## src/rtl/pim_alu_io_retimer.sv

```systemverilog
// I/O retiming stage between the PIM command/data interface and the bank ALU cores.
// It also holds the bank configuration register, which is committed only while all channels are quiet.
module pim_alu_io_retimer #(
  parameter int DATA_W     = 256,
  parameter int CFG_W      = 28,
  parameter int NUM_CH     = 1,
  parameter int IN_STAGES  = 1,
  parameter int OUT_STAGES = 1,
  parameter int QUIET_CYC  = 4,
  parameter logic [CFG_W-1:0] CFG_DEFAULT = CFG_W'(28'h851F)
) (
  input  logic                     clk,
  input  logic                     rst_x,
  input  logic [NUM_CH-1:0]        hpc_clear_i,
  input  logic [NUM_CH-1:0]        src_a_rd_i,
  input  logic [NUM_CH-1:0]        src_b_rd_i,
  input  logic [NUM_CH-1:0]        dst_c_wr_i,
  input  logic [NUM_CH-1:0]        vec_a_wr_i,
  input  logic [NUM_CH*DATA_W-1:0] req_data_i,
  input  logic [NUM_CH*DATA_W-1:0] dram_data_i,
  input  logic                     cfg_wr_en_i,
  input  logic [CFG_W-1:0]         cfg_wr_data_i,
  input  logic [NUM_CH*DATA_W-1:0] core_result_i,
  output logic [NUM_CH-1:0]        hpc_clear_o,
  output logic [NUM_CH-1:0]        src_a_rd_o,
  output logic [NUM_CH-1:0]        src_b_rd_o,
  output logic [NUM_CH-1:0]        dst_c_wr_o,
  output logic [NUM_CH-1:0]        vec_a_wr_o,
  output logic [NUM_CH*DATA_W-1:0] req_data_o,
  output logic [NUM_CH*DATA_W-1:0] dram_data_o,
  output logic [CFG_W-1:0]         bank_cfg_o,
  output logic [NUM_CH*DATA_W-1:0] result_o,
  output logic                     cfg_pending_o,
  output logic                     cfg_applied_o
);

  localparam int RW = NUM_CH * DATA_W;
  localparam int IW = 5 * NUM_CH + 2 * RW;
  localparam int QW = $clog2(QUIET_CYC + 1);
  localparam logic [QW-1:0] QUIET_MAX = QW'(QUIET_CYC);

  logic [IW-1:0]    in_bus_s;
  logic [IW-1:0]    in_pipe_r [IN_STAGES];
  logic [RW-1:0]    out_pipe_r [OUT_STAGES];
  logic             strobe_any_s;
  logic             commit_s;
  logic [QW-1:0]    quiet_r;
  logic             pend_r;
  logic [CFG_W-1:0] pend_val_r;
  logic [CFG_W-1:0] cfg_r;
  logic             applied_r;

  assign in_bus_s = {hpc_clear_i, src_a_rd_i, src_b_rd_i, dst_c_wr_i, vec_a_wr_i,
                     req_data_i, dram_data_i};

  // Input retiming chain: strobes and data travel together, no enable.
  always_ff @(posedge clk or posedge rst_x) begin
    if (rst_x) begin
      for (int i = 0; i < IN_STAGES; i++) in_pipe_r[i] <= '0;
    end else begin
      in_pipe_r[0] <= in_bus_s;
      for (int i = 1; i < IN_STAGES; i++) in_pipe_r[i] <= in_pipe_r[i-1];
    end
  end

  // Result retiming chain from the cores back to the interface.
  always_ff @(posedge clk or posedge rst_x) begin
    if (rst_x) begin
      for (int i = 0; i < OUT_STAGES; i++) out_pipe_r[i] <= '0;
    end else begin
      out_pipe_r[0] <= core_result_i;
      for (int i = 1; i < OUT_STAGES; i++) out_pipe_r[i] <= out_pipe_r[i-1];
    end
  end

  assign {hpc_clear_o, src_a_rd_o, src_b_rd_o, dst_c_wr_o, vec_a_wr_o,
          req_data_o, dram_data_o} = in_pipe_r[IN_STAGES-1];
  assign result_o = out_pipe_r[OUT_STAGES-1];

  // Quiet detection and commit qualification; a write in the same cycle defers the commit.
  always_comb begin
    strobe_any_s = |{hpc_clear_i, src_a_rd_i, src_b_rd_i, dst_c_wr_i, vec_a_wr_i};
    if (pend_r && (quiet_r == QUIET_MAX) && !strobe_any_s && !cfg_wr_en_i) begin
      commit_s = 1'b1;
    end else begin
      commit_s = 1'b0;
    end
  end

  // Configuration state: quiet counter, last-wins pending value, active config and applied pulse.
  always_ff @(posedge clk or posedge rst_x) begin
    if (rst_x) begin
      quiet_r    <= QUIET_MAX;
      pend_r     <= 1'b0;
      pend_val_r <= '0;
      cfg_r      <= CFG_DEFAULT;
      applied_r  <= 1'b0;
    end else begin
      if (strobe_any_s) begin
        quiet_r <= '0;
      end else if (quiet_r != QUIET_MAX) begin
        quiet_r <= quiet_r + QW'(1);
      end else begin
        quiet_r <= quiet_r;
      end
      if (cfg_wr_en_i) begin
        pend_val_r <= cfg_wr_data_i;
        pend_r     <= 1'b1;
      end else if (commit_s) begin
        pend_r <= 1'b0;
      end else begin
        pend_r <= pend_r;
      end
      if (commit_s) begin
        cfg_r <= pend_val_r;
      end else begin
        cfg_r <= cfg_r;
      end
      applied_r <= commit_s;
    end
  end

  assign bank_cfg_o    = cfg_r;
  assign cfg_pending_o = pend_r;
  assign cfg_applied_o = applied_r;

endmodule

```

## config.mk

```make
export PLATFORM = sky130hd
export DESIGN_NAME = pim_alu_io_retimer
export DESIGN_NICKNAME = d
export VERILOG_FILES = /design/src/rtl/pim_alu_io_retimer.sv
export SDC_FILE = /design/constraint.sdc
export NUM_CORES = 1
export LEC_CHECK = 0
export CAP_MARGIN = 20
export CORE_AREA = 3 3 620 622
export DETAILED_ROUTE_END_ITERATION = 10
export DIE_AREA = 0 0 623 625
export SLEW_MARGIN = 20
export SYNTH_ARGS = -nofsm -noshare
export SYNTH_HDL_FRONTEND = slang
export SYNTH_SLANG_ARGS = --single-unit
```

## constraint.sdc

```tcl
create_clock -name clk -period 27.5 [get_ports clk]
set_input_delay 4.125 -clock clk [delete_from_list [all_inputs] [get_ports clk]]
set_output_delay 4.125 -clock clk [all_outputs]
set_load 0.02 [all_outputs]
```

# After elaboration in Yosys (flattened, before gate mapping)
# Index checks and enable logic that the tools add are counted.
[totals]
register_bits = 834
latch_bits = 0
ramBits = 0
mem_bits_ro = 0
input_bits = 804
output_inout_bits = 803
wordCells = 23
memories = 0
[classes]
add_sub_neg = 1
mul = 0
div_mod_pow = 0
magnitude_cmp = 0
eq_ne = 2
shift = 0
mux = 5
bitwise = 0
n_reduce_logical = 8
[op_table]
columns = ["operator", "n"]
rows = [
  ["$mux W3", 2],
  ["$reduce_or A5 Y1", 1],
  ["$reduce_bool A2 Y1", 2],
  ["$add A3 B1 Y3 const B", 1],
  ["$eq A3 B3 Y1 const B", 1],
  ["$logic_and A1 B1 Y1", 3],
  ["$mux W1", 3],
  ["$ne A3 B3 Y1 const B", 1],
  ["$logic_not A1 Y1", 2],
]

# Longest topological paths before layout
# Gate-level depths: netlist of the first run.
[logic_depth]
depth_word = 7
depth_mapped = 6
depth_no_buf = 5

# Least setup slack after synthesis of the first run
# No wires, ideal clock.
[synth_timing]
path_kind = "input port to flip-flop"
from = "input port src_b_rd_i"
to = "register cfg_r[11], in the netlist bank_cfg_o[11]"
setup_ns = 0.125
t_arrival_ns = 5.753
required_ns = 27.375
path_slack_ns = 21.622
cell_stages = 4
path_buffers = 1
path_cell_list = "or4_4 -> nor4_4 -> buf_6 -> mux2_2"
[synth_between]
elab_chain_len = 5
[synth_lines]
columns = ["item", "line", "source"]
rows = [
  ["start, declared", "16", "input logic [NUM_CH-1:0] src_b_rd_i,"],
  ["$reduce_or A5 Y1", "82", "strobe_any_s = |{hpc_clear_i, src_a_rd_i, src_b_rd_i, dst_c_wr_i, vec_a_wr_i};"],
  ["$logic_not A1 Y1", "83", "if (pend_r && (quiet_r == QUIET_MAX) && !strobe_any_s && !cfg_wr_en_i) begin"],
  ["$logic_and A1 B1 Y1 (2 in a row)", "83", ""],
  ["$mux W1", "83", ""],
  ["end signal, assigned", "115", "cfg_r <= pend_val_r;"],
  ["end signal, assigned", "117", "cfg_r <= cfg_r;"],
  ["end, declared", "50", "logic [CFG_W-1:0] cfg_r;"],
]
# No other way between the ends.
# A chain may end at the register's enable or synchronous reset.

==> metrics.txt, run 1 <==
final clock skew=0.0219 ns; Die H=625 microns; RSZ-0062 raised after global routing=no; First-pass DRT Iterations=4; DRT Wirelength=299000 microns; power density cells=68.8 nW/um^2; max frequency=126 MHz; H-tree levels=3; die area=389000 sq um; hold_buf cts=0; share of post-route cells with drive strength above 1=9.77%; top-count cell post-synth=dfrtp_1; path depth of the worst reg2reg path=6; CP max FO=130; VDD IR-drop max=47.1 uV; Setup Buffers After CTS=0; Longest Clk Path Bufs=4; NumNets Final=3453; flop2flop setup slack=25.25 ns; Leakage Power=18.3 nW; top cells by area, synth=dfrtp_1 95%, mux2_2 2.9%, dfstp_2 1.1%; gr ovfl total=0; initial antenna violation count=335; Clock Pin Slew Worst Setup and Hold Paths=0.08 ns; Syn Area/Cell=23.7 sq um; CP Data Required Time=28.38 ns; last element of the critical path=in_pipe_r[389]; Final Hold Vio Count=0; routed len/inst=38.5 microns; DR WL met3=55900 microns; relative max-transition margin=34.1%; met2 WL=131000 microns; Yosys warning count=0; FFs w/ async S/R, synth=100%; total of max-cap violations=0; outcome=completed; Post-Route M1 WL=103000 microns; post-layout util=12.7%; effective utilization at floorplan=5.72%; clock root buffer master=clkbuf_16; placeable core region=379000 sq um; FP Rows=226; mapped cell area=21700 sq um; synth-to-layout area growth=121%; Post-DRT Antenna Nets=0; dpl ws=18.49 ns; area of the multi-input gates=766 sq um; Worst Setup SP=rst_x; post_cts resized=0; routed vias=17600; average via count per standard cell=2.26; reg2reg start=quiet_r[0]; #FFs+latches synth=834; EDFF count, synth=0; number of global-route vias before repair=18800; die width=623 microns; count of cell types in the netlist=19; cts bufs inserted=110; setup tns final=0 ns; final worst slack=19.54 ns; # IOs=1607; count of pins over their slew limit=0; post-DP HPWL=275000 microns; filler instances=42400; Seq/Total Area, Yosys=96.3%; Worst-Margin Slew=0.989 ns; largest area contributor in the netlist=dfrtp_1; RD Place Congestion=0.968; CTS tree=built; worst hold slack=0.489 ns; DR top layer=met5; Worst Setup Start Kind=input port; 1st-iter DRT viols=768; fin crit period=7.96 ns; Residual DRC=0; overall routing resource usage=14.9%; period utilization=28.9%; register area=20900 sq um; CTS Sinks=834; Worst-Skew Late Latency=0.84 ns; Setup CP Type=input port to asynchronous set/reset pin; largest net degree at the start of global routing=183; first-pass GRT wire length=344000 microns; HP Class=flop to flop; post-synth top area share=95.2%; Top FF cell, synth=dfrtp_1; FF-to-FF End=bank_cfg_o[23]; crit path DAT=8.84 ns; Post-Synthesis Cells=917; Setup crit end kind=asynchronous set/reset pin; I/O Buffers=1606; Mapped Nets=1723; Final setup viols=0; Commonest cells post-synth=825 x dfrtp_1, 55 x mux2_2, 9 x dfstp_2
[stage by stage]
stage / area, sq um / power, W / cells
4_1_cts: 47900 / 0.00339 / 7748
6_report: 48000 / 0.00330 / 7782
3_5_place_dp: 44100 / 0.00181 / 7550
3_3_place_gp: 44100 / 0.00181 / 7550
5_1_grt: 48000 / 0.00345 / 7758
2_1_floorplan: 21700 / 0.00143 / 917
[logic make-up after synthesis]
group / count (synthesis) / synth area share (%)
DFF: 834 / 96.3
muxes: 56 / 2.91
and+or+nand+nor: 14 / 0.410
buffers and inverters: 8 / 0.208
AOI/OAI and AO/OA: 2 / 0.0577
adders and majority gates: 2 / 0.115
xor gates and xnor gates: 1 / 0.0404
[flip-flops by register name, indices dropped and copies added, names as in the netlist]
register and count:
cfg_applied_o 1, quiet_r 3, result_o 256, pend_val_r 28, bank_cfg_o 28, cfg_pending_o 1
in_pipe_r 517
[how the worst min path moves through the flow]
stage	from	end	slack [ns]	cells past startpoint
after floorplan	pend_val_r[15]	bank_cfg_o[15]	0.46	1
after detailed placement	pend_val_r[1]	pend_val_r[1]	0.49	1
after global routing	bank_cfg_o[12]	bank_cfg_o[12]	0.51	1
after global placement	pend_val_r[15]	bank_cfg_o[15]	0.47	1
final	pend_val_r[17]	bank_cfg_o[17]	0.49	1
after CTS	pend_val_r[17]	bank_cfg_o[17]	0.49	1
[routing by layer]
layer	vias to the layer above	global-route usage, %
met2	1648	23.3
met3	732	12.6
met5	-	0
li1	6449	-
met4	110	3.12
met1	8668	15.2
[placed cells by master, fill, tap and decap left out]
master           count
clkbuf_8            19
a21oi_1              1
buf_2                1
nand2b_1             2
clkdlybuf4s50_1   1605
clkbuf_1            17
clkinv_16            2
buf_4               15
clkbuf_16          111
mux2_1               1
inv_6                6
o31ai_1              1
or4_4                1
nor2_1               3
ha_1                 2
clkinvlp_4           5
inv_1                2
buf_16               1
dfrtp_1            825
diode_2             33
clkinv_2            15
dfstp_2              9
or2_2                1
nand2_1              3
nor4_4               1
bufinv_16           11
clkinv_4             7
inv_8                6
nor3_1               2
mux2_2              55
buf_12               1
xnor2_1              1
nand3_1              1
[where the power goes]
part / leakage, nW / switching (W) / internal (W)
combinational: 6.67 / 0.000264 / 0.000200
sequential: 9.76 / 0.0000267 / 0.00129
clock: 1.85 / 0.000622 / 0.000901
total: 18.3 / 0.000913 / 0.00239
[area by class of cell]
cell class	instances	area share [%]
antenna	33	0.172
tap	5016	13.1
sequential	834	43.5
clock buffer	147	6.46
inverter	3	0.0313
multi-input combinational	75	1.59
timing repair buffer	1623	33.8
clock inverter	51	1.41
[worst max-delay path, stage by stage]
cell and delay [ns]:
clkdlybuf4s50_1 0.44, clkinvlp_4 0.54, buf_4 0.63, buf_4 0.62, buf_4 0.55, buf_4 0.68
buf_12 0.37, buf_16 0.49
Power figures use the tool's default switching activity.
==> run 2: changes to the inputs <==
CORE_AREA = 3 3 618 620   (was 3 3 620 622)
DIE_AREA = 0 0 621 623   (was 0 0 623 625)
clock period = 7.7 ns   (was 27.5 ns; I/O delays follow)
==> run 2 against run 1 <==
Effect of this change:
- critical path depth decreased by 7
- clock skew increased by 0.0014 ns
- non-clock buffer count shrank 3
- via count is 2.0% higher
- power rose to 3.7 times the previous value
- sequential power grew to 3.6 times the previous value
- clock power grew to 3.8 times the previous value
- die area down 0.64%
- highest routed layer unchanged
- count of clock-buffer cells in the layout fell by 9
- register-to-register slack worse by 20 ns
- final cell count hardly changed
==> metrics.txt, run 2 (synthesized netlist as in run 1, its figures left out) <==
Die H=623 microns (-0.32%); VDD IR-drop max=165 uV (+250%); CTS Sinks=834 (unchanged); CTS tree=built; Setup Buffers After CTS=0 (unchanged); Residual DRC=0 (unchanged); Final setup viols=0 (unchanged); overall routing resource usage=15.1% (+0.11 points); average via count per standard cell=2.31 (+2.1%); Sw Ratio=28.0% (+0.34 points); filler instances=42200 (-0.46%); placeable core region=376000 sq um (-0.74%); 1st-iter DRT viols=817 (+6.4%); count of pins over their slew limit=0 (unchanged); H-tree levels=3 (unchanged); Hold Crit Start=pend_val_r[24]; fin crit period=3.39 ns; Net Switching=0.00338 W (+270%); HP Class=flop to flop; number of global-route vias before repair=18900 (+0.60%); max incr delay on CP=1.00 ns (+0.32 ns); effective utilization at floorplan=5.77% (+0.043 points); crit-path cells=clkdlybuf4s50_1; max reg flops=517 (unchanged); power density cells=250 nW/um^2 (+260%); largest net degree at the start of global routing=141 (-23%); Comb pwr share=13.7% (-0.4 points); reg2reg start=quiet_r[0]; hold_buf cts=0 (unchanged); relative max-transition margin=35.9% (+1.8 points); post-DP HPWL=272000 microns (-1.1%); max frequency=295 MHz; # IOs=1607 (unchanged); CP Data Required Time=6.55 ns (-21.83 ns); Post-DRT Antenna Nets=0 (unchanged); register area=20900 sq um (unchanged); crit path DAT=2.24 ns (-6.60 ns); synth-to-layout area growth=123%; worst path buffer plus inverter count=1 (-7); outcome=completed; initial antenna violation count=412 (+23%); I/O Buffers=1606 (unchanged); routed len/inst=38.4 microns (about the same); final clock skew=0.0232 ns (+0.00135 ns); Top reg by flops=in_pipe_r; sequential power share=38.8% (-1.0 points); period utilization=44.1%; Int Pwr=0.00870 W (+260%); Clock Pin Slew Worst Setup and Hold Paths=0.06 ns (-0.02 ns); NumNets Final=3455 (+0.058%); Final Hold Vio Count=0 (unchanged); Clock Power Share=47.5% (+1.4 points); Worst path top cell family by delay=buffers and inverters; Worst-Margin Slew=0.961 ns (-0.0274 ns); first-pass GRT wire length=345000 microns (+0.31%); RD Place Congestion=0.955 (-1.4%); routed vias=18000 (+2.0%); RSZ-0062 raised after global routing=no; Worst-Skew Late Latency=0.84 ns (about the same); gr ovfl total=0 (unchanged); share of post-route cells with drive strength above 1=10.4% (+0.58 points); total power draw=0.0121 W (+270%); clock root buffer master=clkbuf_16; Setup CP Type=flop to output pin; DRT Wirelength=299000 microns (-0.14%); commonest non-fill, non-tap cell in the layout=clkdlybuf4s50_1; post_cts resized=0 (unchanged); Leakage Power=18.4 nW (+0.56%); total of max-cap violations=0 (unchanged); Longest Clk Path Bufs=4 (unchanged); setup tns final=0 ns (unchanged); Setup crit end kind=output pin; area of the multi-input gates=766 sq um (unchanged); First-pass DRT Iterations=4 (unchanged); FP Rows=225 (-0.44%); Worst path slowest cell=clkdlybuf4s50_1; die area=387000 sq um (-0.64%); cts bufs inserted=115 (+4.5%); Worst Setup Start Kind=flop; Worst Setup SP=result_o[166]; die width=621 microns (-0.32%); CP max FO=1 (-99%); most frequent cells in the layout=1605 x clkdlybuf4s50_1, 825 x dfrtp_1, 116 x clkbuf_16
==> run 2: final timing paths <==
| path | endpoint | slack (ns) | cells after the start |
|---|---|---|---|
| setup / recovery | result_o[166] | 4.31 | 1 |
| hold / removal | pend_val_r[24] | 0.50 | 1 |
| setup reg to reg | bank_cfg_o[14] | 5.56 | 6 |
| hold reg to reg | pend_val_r[24] | 0.50 | 1 |
| max in group asynchronous | in_pipe_r[497] | 5.32 | 4 |
| min in group asynchronous | result_o[218] | 0.70 | 2 |
==> run 2: per-stage QoR <==
step | setup WS (ns) | instances | util, % | hold WS, ns | area (sq um)
floorplan | -4.90 | 917 | - | 0.462 | 21700
CTS | 4.07 | 7737 | 12.8 | 0.502 | 48200
finish | 4.31 | 7776 | 12.8 | 0.499 | 48300
detailed placement | 3.90 | 7526 | 11.7 | 0.490 | 44200
global route | 4.15 | 7751 | 12.8 | 0.519 | 48200
global placement | 3.92 | 7525 | 11.7 | 0.472 | 44200
==> run 2: area by class of cell <==
class | instances | area share, %
flip-flops and latches | 834 | 43.3
repair buffers | 1620 | 33.7
multi-input cells | 75 | 1.59
diodes | 39 | 0.202
clock buffers | 138 | 6.43
well taps | 4994 | 12.9
inverters | 3 | 0.0311
clock inverters | 73 | 1.87
==> run 2: power groups by stage <==
stage / Combinational, W / Sequential (W) / Clock (W)
2_1_floorplan: 0.0000827 / 0.00503 / 0
3_3_place_gp: 0.00168 / 0.00476 / 0
3_5_place_dp: 0.00168 / 0.00476 / 0
4_1_cts: 0.00169 / 0.00469 / 0.00600
5_1_grt: 0.00175 / 0.00471 / 0.00616
6_report: 0.00165 / 0.00469 / 0.00574
==> run 2: per-layer routing <==
layer	vias up	GRT usage, %	part of all wire, %
met2	1867	23.9	45
met4	108	3.35	2.9
met1	8640	13.8	32
li1	6483	-	-
met3	857	14.5	20
met5	-	0	0.30
==> run 3: changes to the inputs <==
CORE_AREA = 3 3 620 622   (was 3 3 618 620)
DIE_AREA = 0 0 623 625   (was 0 0 621 623)
clock period = 3 ns   (was 7.7 ns; I/O delays follow)
==> run 3 against run 2 <==
Effect of this change:
- count of clock-buffer cells in the layout rose by 14
- sequential share of layout area fell by 5.5 points
- critical endpoint is now result_o[40]
- clock skew increased by 0.0061 ns
- highest routed layer unchanged
- register-to-register slack got worse by 4.6 ns
- clock power increased to 2.6 times the previous value
- critical path type unchanged
- largest power group unchanged
- worst setup slack lost 4.0 ns
- wire length is 2.5% higher
- utilization rose by 1.8 points
==> metrics.txt, run 3 (synthesized netlist as in run 1, its figures left out) <==
CP max FO=1 (unchanged); effective utilization at floorplan=5.72% (-0.043 points); Worst path slowest cell=clkdlybuf4s50_1; HP Class=input port to flop; commonest non-fill, non-tap cell in the layout=clkdlybuf4s50_1; Placed Instances=7558 (+0.43%); Final setup viols=0 (unchanged); Final Hold Vio Count=0 (unchanged); die area=389000 sq um (+0.64%); Setup crit end kind=output pin; Leakage Power=21.3 nW (+16%); Setup CP Type=flop to output pin; DRT Wirelength=306000 microns (+2.5%); Die H=625 microns (+0.32%); Top reg by flops=in_pipe_r; routed len/inst=35.9 microns (-6.6%); Clock Pin Slew Worst Setup and Hold Paths=0.06 ns (about the same); max reg flops=517 (unchanged); gr ovfl total=0 (unchanged); initial antenna violation count=371 (-10%); 1st-iter DRT viols=894 (+9.4%); non-filler cells, final=8537 (+9.8%); CP Data Required Time=2.55 ns (-4.00 ns); routed vias=20500 (+14%); synth-to-layout area growth=155%; Residual DRC=0 (unchanged); RD Place Congestion=0.903 (-5.4%); placeable core region=379000 sq um (+0.74%); overall routing resource usage=15.3% (+0.28 points); period utilization=90.3%; relative max-transition margin=43.7% (+7.8 points); average via count per standard cell=2.40 (+3.9%); First-pass DRT Iterations=4 (unchanged); number of global-route vias before repair=22900 (+21%); max incr delay on CP=0.99 ns (about the same); Post-DRT Antenna Nets=0 (unchanged); Worst path top cell family by delay=buffers and inverters; final clock skew=0.0294 ns (+0.00612 ns); RSZ-0062 raised after global routing=no; outcome=completed; fin crit period=2.71 ns; CTS Sinks=834 (unchanged); area of the multi-input gates=766 sq um (unchanged); power density cells=584 nW/um^2 (+130%); Worst-Skew Late Latency=0.86 ns (+0.02 ns); VDD IR-drop max=511 uV (+210%); most frequent cells in the layout=1599 x clkdlybuf4s50_1, 825 x dfrtp_1, 675 x dlygate4sd3_1; clock root buffer master=clkbuf_16; die width=623 microns (+0.32%); NumNets Final=4141 (+20%); FP Rows=226 (+0.44%); CTS tree=built; placed inst area=44300 sq um (+0.34%); Longest Clk Path Bufs=4 (unchanged); final instance area=55400 sq um (+15%); max frequency=369 MHz; worst path buffer plus inverter count=1 (unchanged); total of max-cap violations=0 (unchanged); crit-path cells=clkdlybuf4s50_1; I/O Buffers=1606 (unchanged); post-DP HPWL=277000 microns (+1.8%); count of pins over their slew limit=0 (unchanged); first-pass GRT wire length=358000 microns (+3.6%); cts bufs inserted=116 (+0.87%); crit path DAT=2.26 ns (+0.02 ns); largest net degree at the start of global routing=80 (-43%); register area=20900 sq um (unchanged); # IOs=1607 (unchanged); Setup Buffers After CTS=0 (unchanged); share of post-route cells with drive strength above 1=8.52% (-1.8 points); H-tree levels=3 (unchanged); filler instances=42000 (-0.36%); Worst Setup Start Kind=flop; Worst-Margin Slew=0.842 ns (-0.119 ns)
[run 3: changes by cell type in the layout (fill, tap and decap cells not counted), sizes merged]
cell           change
buf               +16
bufinv             +3
clkbuf            +14
clkdlybuf4s50      -6
clkinv            -10
clkinvlp           +2
diode             +54
dlygate4sd3      +675
inv                -9
[run 3: timing repair]
action | in CTS | in global routing
gates resized for setup | 0 | 0
endpoints found under the hold margin | 680 | 0
hold buffers | 675 | 0
[run 3: where the power goes]
part,total (W),internal (W),switching [W]
Sequential,0.0120,0.0118,0.000214
Combinational,0.00530,0.00243,0.00287
Clock,0.0150,0.00903,0.00597
[run 3: cell type report]
cell class,count,area share (%)
repair buffers,2305,41.8
flip-flops and latches,834,37.7
well taps,5016,11.3
clock buffers,152,5.81
clock inverters,59,1.53
multi-input cells,75,1.38
diodes,93,0.420
inverters,3,0.0271
[run 3: worst paths after layout]
path / start / to / slack, ns / cells after the start
setup / recovery: result_o[40] / result_o[40] / 0.29 / 1
hold / removal: req_data_i[119] / in_pipe_r[375] / 0.09 / 1
setup reg to reg: quiet_r[0] / bank_cfg_o[25] / 0.92 / 6
hold reg to reg: pend_val_r[15] / bank_cfg_o[15] / 0.49 / 1
max in group asynchronous: rst_x / in_pipe_r[326] / 1.85 / 4
min in group asynchronous: rst_x / in_pipe_r[137] / 0.18 / 3
[run 3: layer usage]
metal  global-route usage (%)  part of all wire (%)
met2                     24.0                    44
met1                     14.5                    33
met4                     3.39                   3.2
met5                        0                  0.22
met3                     14.6                    21
[run 3: stage by stage]
stage           TNS, ns  total power (W)  util, %  hold WS, ns  setup slack [ns]
3_3_place_gp          0           0.0165     11.7        0.476            0.0185
6_report              0           0.0323     14.6       0.0911             0.292
5_1_grt               0           0.0338     14.6       0.0153             0.152
3_5_place_dp          0           0.0166     11.7        0.487           0.00172
2_1_floorplan  -7392.34           0.0131        -        0.462             -8.90
4_1_cts               0           0.0332     14.6     0.000550             0.197
